[src/rtl/frame_pixel_streamer_pkg.sv]
// Shared defaults, FSM encodings and marker bundle for the pixel-stream transmit side.
package frame_pixel_streamer_pkg;

    localparam int DEF_DATA_WIDTH = 8;
    localparam int DEF_IMG_W      = 640;
    localparam int DEF_IMG_H      = 480;
    localparam int DEF_H_BLANK    = 4;
    localparam int DEF_ADDR_WIDTH = 19;

    // Cycles between the last RAM read and the last emitted pixel.
    localparam int DRAIN_CYCLES = 2;

    typedef enum logic [2:0] {
        ST_IDLE   = 3'd0,
        ST_ACTIVE = 3'd1,
        ST_HBLANK = 3'd2,
        ST_DRAIN  = 3'd3,
        ST_DONE   = 3'd4
    } state_t;

    typedef struct packed {
        logic sof;
        logic eol;
        logic eof;
    } mark_t;

    // Bits needed to count 0..n-1 (at least one bit).
    function automatic int cnt_width(input int n);
        return (n < 2) ? 1 : $clog2(n);
    endfunction

endpackage

[src/rtl/frame_addr_counter.sv]
// Column/row/linear-address counters for a raster scan; advances once per RAM read.
module frame_addr_counter
    import frame_pixel_streamer_pkg::*;
#(
    parameter int IMG_W      = DEF_IMG_W,
    parameter int IMG_H      = DEF_IMG_H,
    parameter int ADDR_WIDTH = DEF_ADDR_WIDTH
) (
    input  logic                  clk,
    input  logic                  rst,
    input  logic                  clr,
    input  logic                  inc,
    output logic [ADDR_WIDTH-1:0] addr,
    output logic                  first_pix,
    output logic                  last_col,
    output logic                  last_pix
);

    localparam int COL_W = cnt_width(IMG_W);
    localparam int ROW_W = cnt_width(IMG_H);

    logic [COL_W-1:0] col;
    logic [ROW_W-1:0] row;

    assign first_pix = (col == '0) && (row == '0);
    assign last_col  = (col == COL_W'(IMG_W - 1));
    assign last_pix  = last_col && (row == ROW_W'(IMG_H - 1));

    always_ff @(posedge clk) begin
        if (rst || clr) begin
            col  <= '0;
            row  <= '0;
            addr <= '0;
        end else if (inc) begin
            addr <= addr + 1'b1;
            if (last_col) begin
                col <= '0;
                row <= last_pix ? '0 : row + 1'b1;
            end else begin
                col <= col + 1'b1;
            end
        end
    end

endmodule

[src/rtl/frame_pixel_streamer.sv]
// Streams one raster frame from a 1-cycle synchronous RAM as a pixel stream with
// row blanking and sof/eol/eof markers.
module frame_pixel_streamer
    import frame_pixel_streamer_pkg::*;
#(
    parameter int DATA_WIDTH = DEF_DATA_WIDTH,
    parameter int IMG_W      = DEF_IMG_W,
    parameter int IMG_H      = DEF_IMG_H,
    parameter int H_BLANK    = DEF_H_BLANK,
    parameter int ADDR_WIDTH = DEF_ADDR_WIDTH
) (
    input  logic                  clk,
    input  logic                  rst,
    input  logic                  start,
    output logic                  busy,
    output logic                  done,
    output logic                  mem_rd_en,
    output logic [ADDR_WIDTH-1:0] mem_addr,
    input  logic [DATA_WIDTH-1:0] mem_rd_data,
    output logic [DATA_WIDTH-1:0] data_out,
    output logic                  data_out_en,
    output logic                  sof,
    output logic                  eol,
    output logic                  eof
);

    localparam int CNT_W = cnt_width((H_BLANK > DRAIN_CYCLES) ? H_BLANK : DRAIN_CYCLES);
    localparam logic [CNT_W-1:0] BLANK_LAST = CNT_W'((H_BLANK > 0) ? H_BLANK - 1 : 0);
    localparam logic [CNT_W-1:0] DRAIN_LAST = CNT_W'(DRAIN_CYCLES - 1);

    state_t           state;
    logic [CNT_W-1:0] cnt;
    logic             first_pix, last_col, last_pix;
    logic             vld_s1;
    mark_t            mark_s0, mark_s1;

    frame_addr_counter #(
        .IMG_W      (IMG_W),
        .IMG_H      (IMG_H),
        .ADDR_WIDTH (ADDR_WIDTH)
    ) u_addr (
        .clk       (clk),
        .rst       (rst),
        .clr       ((state == ST_IDLE) && start),
        .inc       (mem_rd_en),
        .addr      (mem_addr),
        .first_pix (first_pix),
        .last_col  (last_col),
        .last_pix  (last_pix)
    );

    always_ff @(posedge clk) begin
        if (rst) begin
            state     <= ST_IDLE;
            busy      <= 1'b0;
            done      <= 1'b0;
            mem_rd_en <= 1'b0;
            cnt       <= '0;
        end else begin
            done <= 1'b0;
            case (state)
                ST_IDLE: begin
                    if (start) begin
                        state     <= ST_ACTIVE;
                        busy      <= 1'b1;
                        mem_rd_en <= 1'b1;
                    end
                end
                ST_ACTIVE: begin
                    if (last_pix) begin
                        state     <= ST_DRAIN;
                        mem_rd_en <= 1'b0;
                        cnt       <= '0;
                    end else if (last_col && (H_BLANK > 0)) begin
                        state     <= ST_HBLANK;
                        mem_rd_en <= 1'b0;
                        cnt       <= '0;
                    end
                end
                ST_HBLANK: begin
                    if (cnt == BLANK_LAST) begin
                        state     <= ST_ACTIVE;
                        mem_rd_en <= 1'b1;
                    end else begin
                        cnt <= cnt + 1'b1;
                    end
                end
                ST_DRAIN: begin
                    // Wait for the last read to leave the output pipe.
                    if (cnt == DRAIN_LAST) begin
                        state <= ST_DONE;
                        done  <= 1'b1;
                    end else begin
                        cnt <= cnt + 1'b1;
                    end
                end
                ST_DONE: begin
                    state <= ST_IDLE;
                    busy  <= 1'b0;
                end
                default: state <= ST_IDLE;
            endcase
        end
    end

    // Markers are qualified by the read strobe so they ride the same pipe as the data.
    assign mark_s0 = {mem_rd_en & first_pix, mem_rd_en & last_col, mem_rd_en & last_pix};

    always_ff @(posedge clk) begin
        if (rst) begin
            vld_s1      <= 1'b0;
            mark_s1     <= '0;
            data_out    <= '0;
            data_out_en <= 1'b0;
            sof         <= 1'b0;
            eol         <= 1'b0;
            eof         <= 1'b0;
        end else begin
            vld_s1      <= mem_rd_en;
            mark_s1     <= mark_s0;
            data_out_en <= vld_s1;
            sof         <= mark_s1.sof;
            eol         <= mark_s1.eol;
            eof         <= mark_s1.eof;
            if (vld_s1) begin
                data_out <= mem_rd_data;
            end
        end
    end

endmodule

[config.mk]
export PLATFORM = sky130hd
export DESIGN_NAME = frame_pixel_streamer
export DESIGN_NICKNAME = d
export VERILOG_FILES = /design/src/rtl/frame_pixel_streamer_pkg.sv /design/src/rtl/frame_addr_counter.sv /design/src/rtl/frame_pixel_streamer.sv
export SDC_FILE = /design/constraint.sdc
export NUM_CORES = 1
export LEC_CHECK = 0
export CAP_MARGIN = 40
export CORE_UTILIZATION = 45
export DETAILED_ROUTE_END_ITERATION = 12
export HOLD_SLACK_MARGIN = 0.12
export PLACE_DENSITY = 0.69
export REMOVE_ABC_BUFFERS = 1
export SLEW_MARGIN = 0
export SYNTH_ARGS = -nofsm -noshare
export SYNTH_HDL_FRONTEND = slang
export SYNTH_SLANG_ARGS = --single-unit
[constraint.sdc]
create_clock -name clk -period 2.2 [get_ports clk]
set_input_delay 0.44 -clock clk [delete_from_list [all_inputs] [get_ports clk]]
set_output_delay 0.44 -clock clk [all_outputs]
set_load 0.005 [all_outputs]
==> impl_metrics.csv <==
group,metric,value,unit
global_routing,grt_pass1_wl,9.508,mm
place,port_buffers,44,
job,drv_cap,0,
drt,drt_iter0_drc,135,
clock_network,cts_buffers,9,
status,status,"complete, no violations",
pwr,pwr_density_cell,705.6,nW/um^2
timing,fin_crit_sh,0.8883,
global_routing,antenna_found_initial,0,
final_layout,fin_nets,375,
yosys,yosys_warnings,0,
timing,worst_clock_skew,0.007790,ns
setup_path,crit_path_top_delay_cell,"or4_1",
clock_network,htreeDepth,3,
final_layout,register_area,1241,um^2
timing,tns,0,ns
place,globalplace.congestion,0.8787,
setup_path,cpPeakStageDelay,0.60,ns
clock_network,clock_path_buffers,2,
die,start_util,0.4656,
drt,viasPerCell,5.371,
setup_path,cp_max_fo,6,
final_layout,n_fill_cell,531,
pwr,p_total,2.474,mW
final_layout,multi_input_area,1415,um^2
hold_path,min_path_type,"flop to flop",
setup_path,worstPathCellList,"ha_1, nand3_1, or4_1, o31ai_2, nor2_1",
global_routing,grt_pass1_vias,2065,
timing,setup_violations,0,
yosys,synthCells,308,
final_layout,n_antenna_cell,0,
timing,max_freq,511.7,MHz
setup_path,critical_path_class,"flop to flop",
clock_network,cts_tree,"built",
global_routing,grt_overflow_total,0,
clock_network,cts_root_buf,"clkbuf_8",
timing,worst_pin_slew,0.5671,ns
yosys,yosysTopAreaCell,"dfxtp_1",
clock_network,post_cts_buffers,0,
pwr,p_leak,1.167,nW
yosys,synth-edff-count,0,
clock_network,hold_buffers,0,
die,ioPinCount,45,
drt,post_drt_wl_per_cell,12.93,um
yosys,ys_ff_latch,62,
drt,drtAntennaViolNets,0,
clock_network,post_cts_resized,0,
die,fp.dieW,80.27,um
final_layout,syn_to_final_growth,27.19,%
clock_network,cts.sink_count,62,
pwr,vdd_ir_drop_max,0.5185,mV
drt,wl,5.652,mm
yosys,ys_async_sr_fraction,0,
yosys,ys.flop_type,"dfxtp_1",
yosys,synthTopCellsByCount,"dfxtp_1 (62), nor2_1 (38), nand2_1 (23)",
drt,drc,0,
clock_network,insertion_delay,0.33,ns
setup_path,end_kind,"flop",
setup_path,cp-start-kind,"flop",
yosys,synth_cell_type_count,49,
global_routing,grt_max_degree,29,
yosys,synthesis.area_per_instance,8.949,um^2
yosys,syn_area,2756,um^2
clock_network,clk_pin_slew,0.07,ns
drt,routed-via-count,2347,
yosys,synth_top_area_share,0.4503,
die,die_area,6442,um^2
die,dieHeight,80.27,um
yosys,ys_top_cells_by_area,"dfxtp_1 (45%), nor2_1 (5.2%), xnor2_1 (3.5%), xor2_1 (3.5%), mux2i_1 (3.3%)",
drt,first_pass_iters,4,
timing,period_minus_slack,1.954,ns
global_routing,grt_usage,0.1938,
setup_path,crit_required,2.41,ns
place,dp_hpwl,3.994,mm
setup_path,arrival,2.16,ns
timing,rsz0062_at_grt,"no",
yosys,yosysMostFrequentCell,"dfxtp_1",
timing,slew_headroom,0.6185,
timing,finalHoldViolCount,0,
yosys,synth-seq-area-share,0.4503,
timing,maxSlewViolCount,0,
final_layout,layout-drive-gt1-share,0.08564,
die,row_count,28,
die,core_area,5921,um^2
==> sequential cells by signal, indices dropped and copies added, names as in the netlist, 2 cells and up <==
register	flops
data_out	8
u_addr.row	9
u_addr.addr	19
state	3
cnt	2
u_addr.col	10
mark_s1	3
==> logic make-up after synthesis <==
group           Yosys count  synth area share
compound gates           44            0.1062
xor+xnor                 22           0.06990
fa+ha+maj                 7           0.03177
buf+inv                  25           0.03632
flops                    62            0.4503
mux                       9           0.03268
simple gates            139            0.2728
==> worst max-delay path, delay by kind of cell, from the launching register on <==
| kind | cells | cell delay (ns) |
|---|---|---|
| AO/OA/AOI/OAI | 1 | 0.43 |
| flip-flops | 1 | 0.38 |
| AND/OR/NAND/NOR | 3 | 0.82 |
| adder cells (fa/ha/maj) | 1 | 0.19 |
==> area by class of cell <==
class / instances / area share
multi-input cells: 221 / 0.4036
clock buffers: 13 / 0.04532
repair buffers: 52 / 0.1463
flip-flops and latches: 62 / 0.3540
clock inverters: 3 / 0.01213
well taps: 75 / 0.02677
inverters: 11 / 0.01178
==> worst paths after layout <==
check | slack, ns | cells past startpoint | from | end
max | 0.25 | 5 | u_addr.row[0]$_SDFFE_PP0P_ | u_addr.row[5]$_SDFFE_PP0P_
min | 0.44 | 1 | mark_s1[2]$_SDFF_PP0_ | sof$_SDFF_PP0_
max reg2reg | 0.25 | 5 | u_addr.row[0]$_SDFFE_PP0P_ | u_addr.row[5]$_SDFFE_PP0P_
min reg2reg | 0.44 | 1 | mark_s1[2]$_SDFF_PP0_ | sof$_SDFF_PP0_
==> layout by cell type, fill, tap and decap left out, drive strengths merged, types with 11 or more instances in the layout <==
cell type / n
dfxtp: 62
nor2: 38
a21oi: 16
nand3: 14
nand4: 13
xor2: 11
clkdlybuf4s50: 44
xnor2: 11
clkbuf: 13
inv: 11
nand2: 23
==> where the power goes <==
group | switching [mW] | total [mW] | internal, mW
logic | 0.128 | 0.265 | 0.138
registers | 0.0427 | 1.20 | 1.16
clock network | 0.424 | 1.01 | 0.584
total | 0.595 | 2.47 | 1.88
==> layer usage <==
metal,vias up,GRT usage,wire [um]
met1,1090,0.2500,2699
li1,1185,-,-
met2,62,0.2940,2560
met5,-,0,0
met3,10,0.05227,289
met4,0,0.1018,103
==> per-stage QoR <==
step | instances | area (um^2) | setup slack [ns] | util | hold slack, ns
2_1_floorplan | 294 | 2698 | 0.2537 | - | 0.4138
3_3_place_gp | 421 | 3304 | 0.2911 | 0.5581 | 0.4181
3_5_place_dp | 421 | 3304 | 0.2783 | 0.5581 | 0.4271
4_1_cts | 437 | 3506 | 0.2566 | 0.5921 | 0.4434
5_1_grt | 437 | 3506 | 0.1205 | 0.5921 | 0.4636
6_report | 437 | 3506 | 0.2458 | 0.5921 | 0.4385
(Power assumes the default switching activity.)
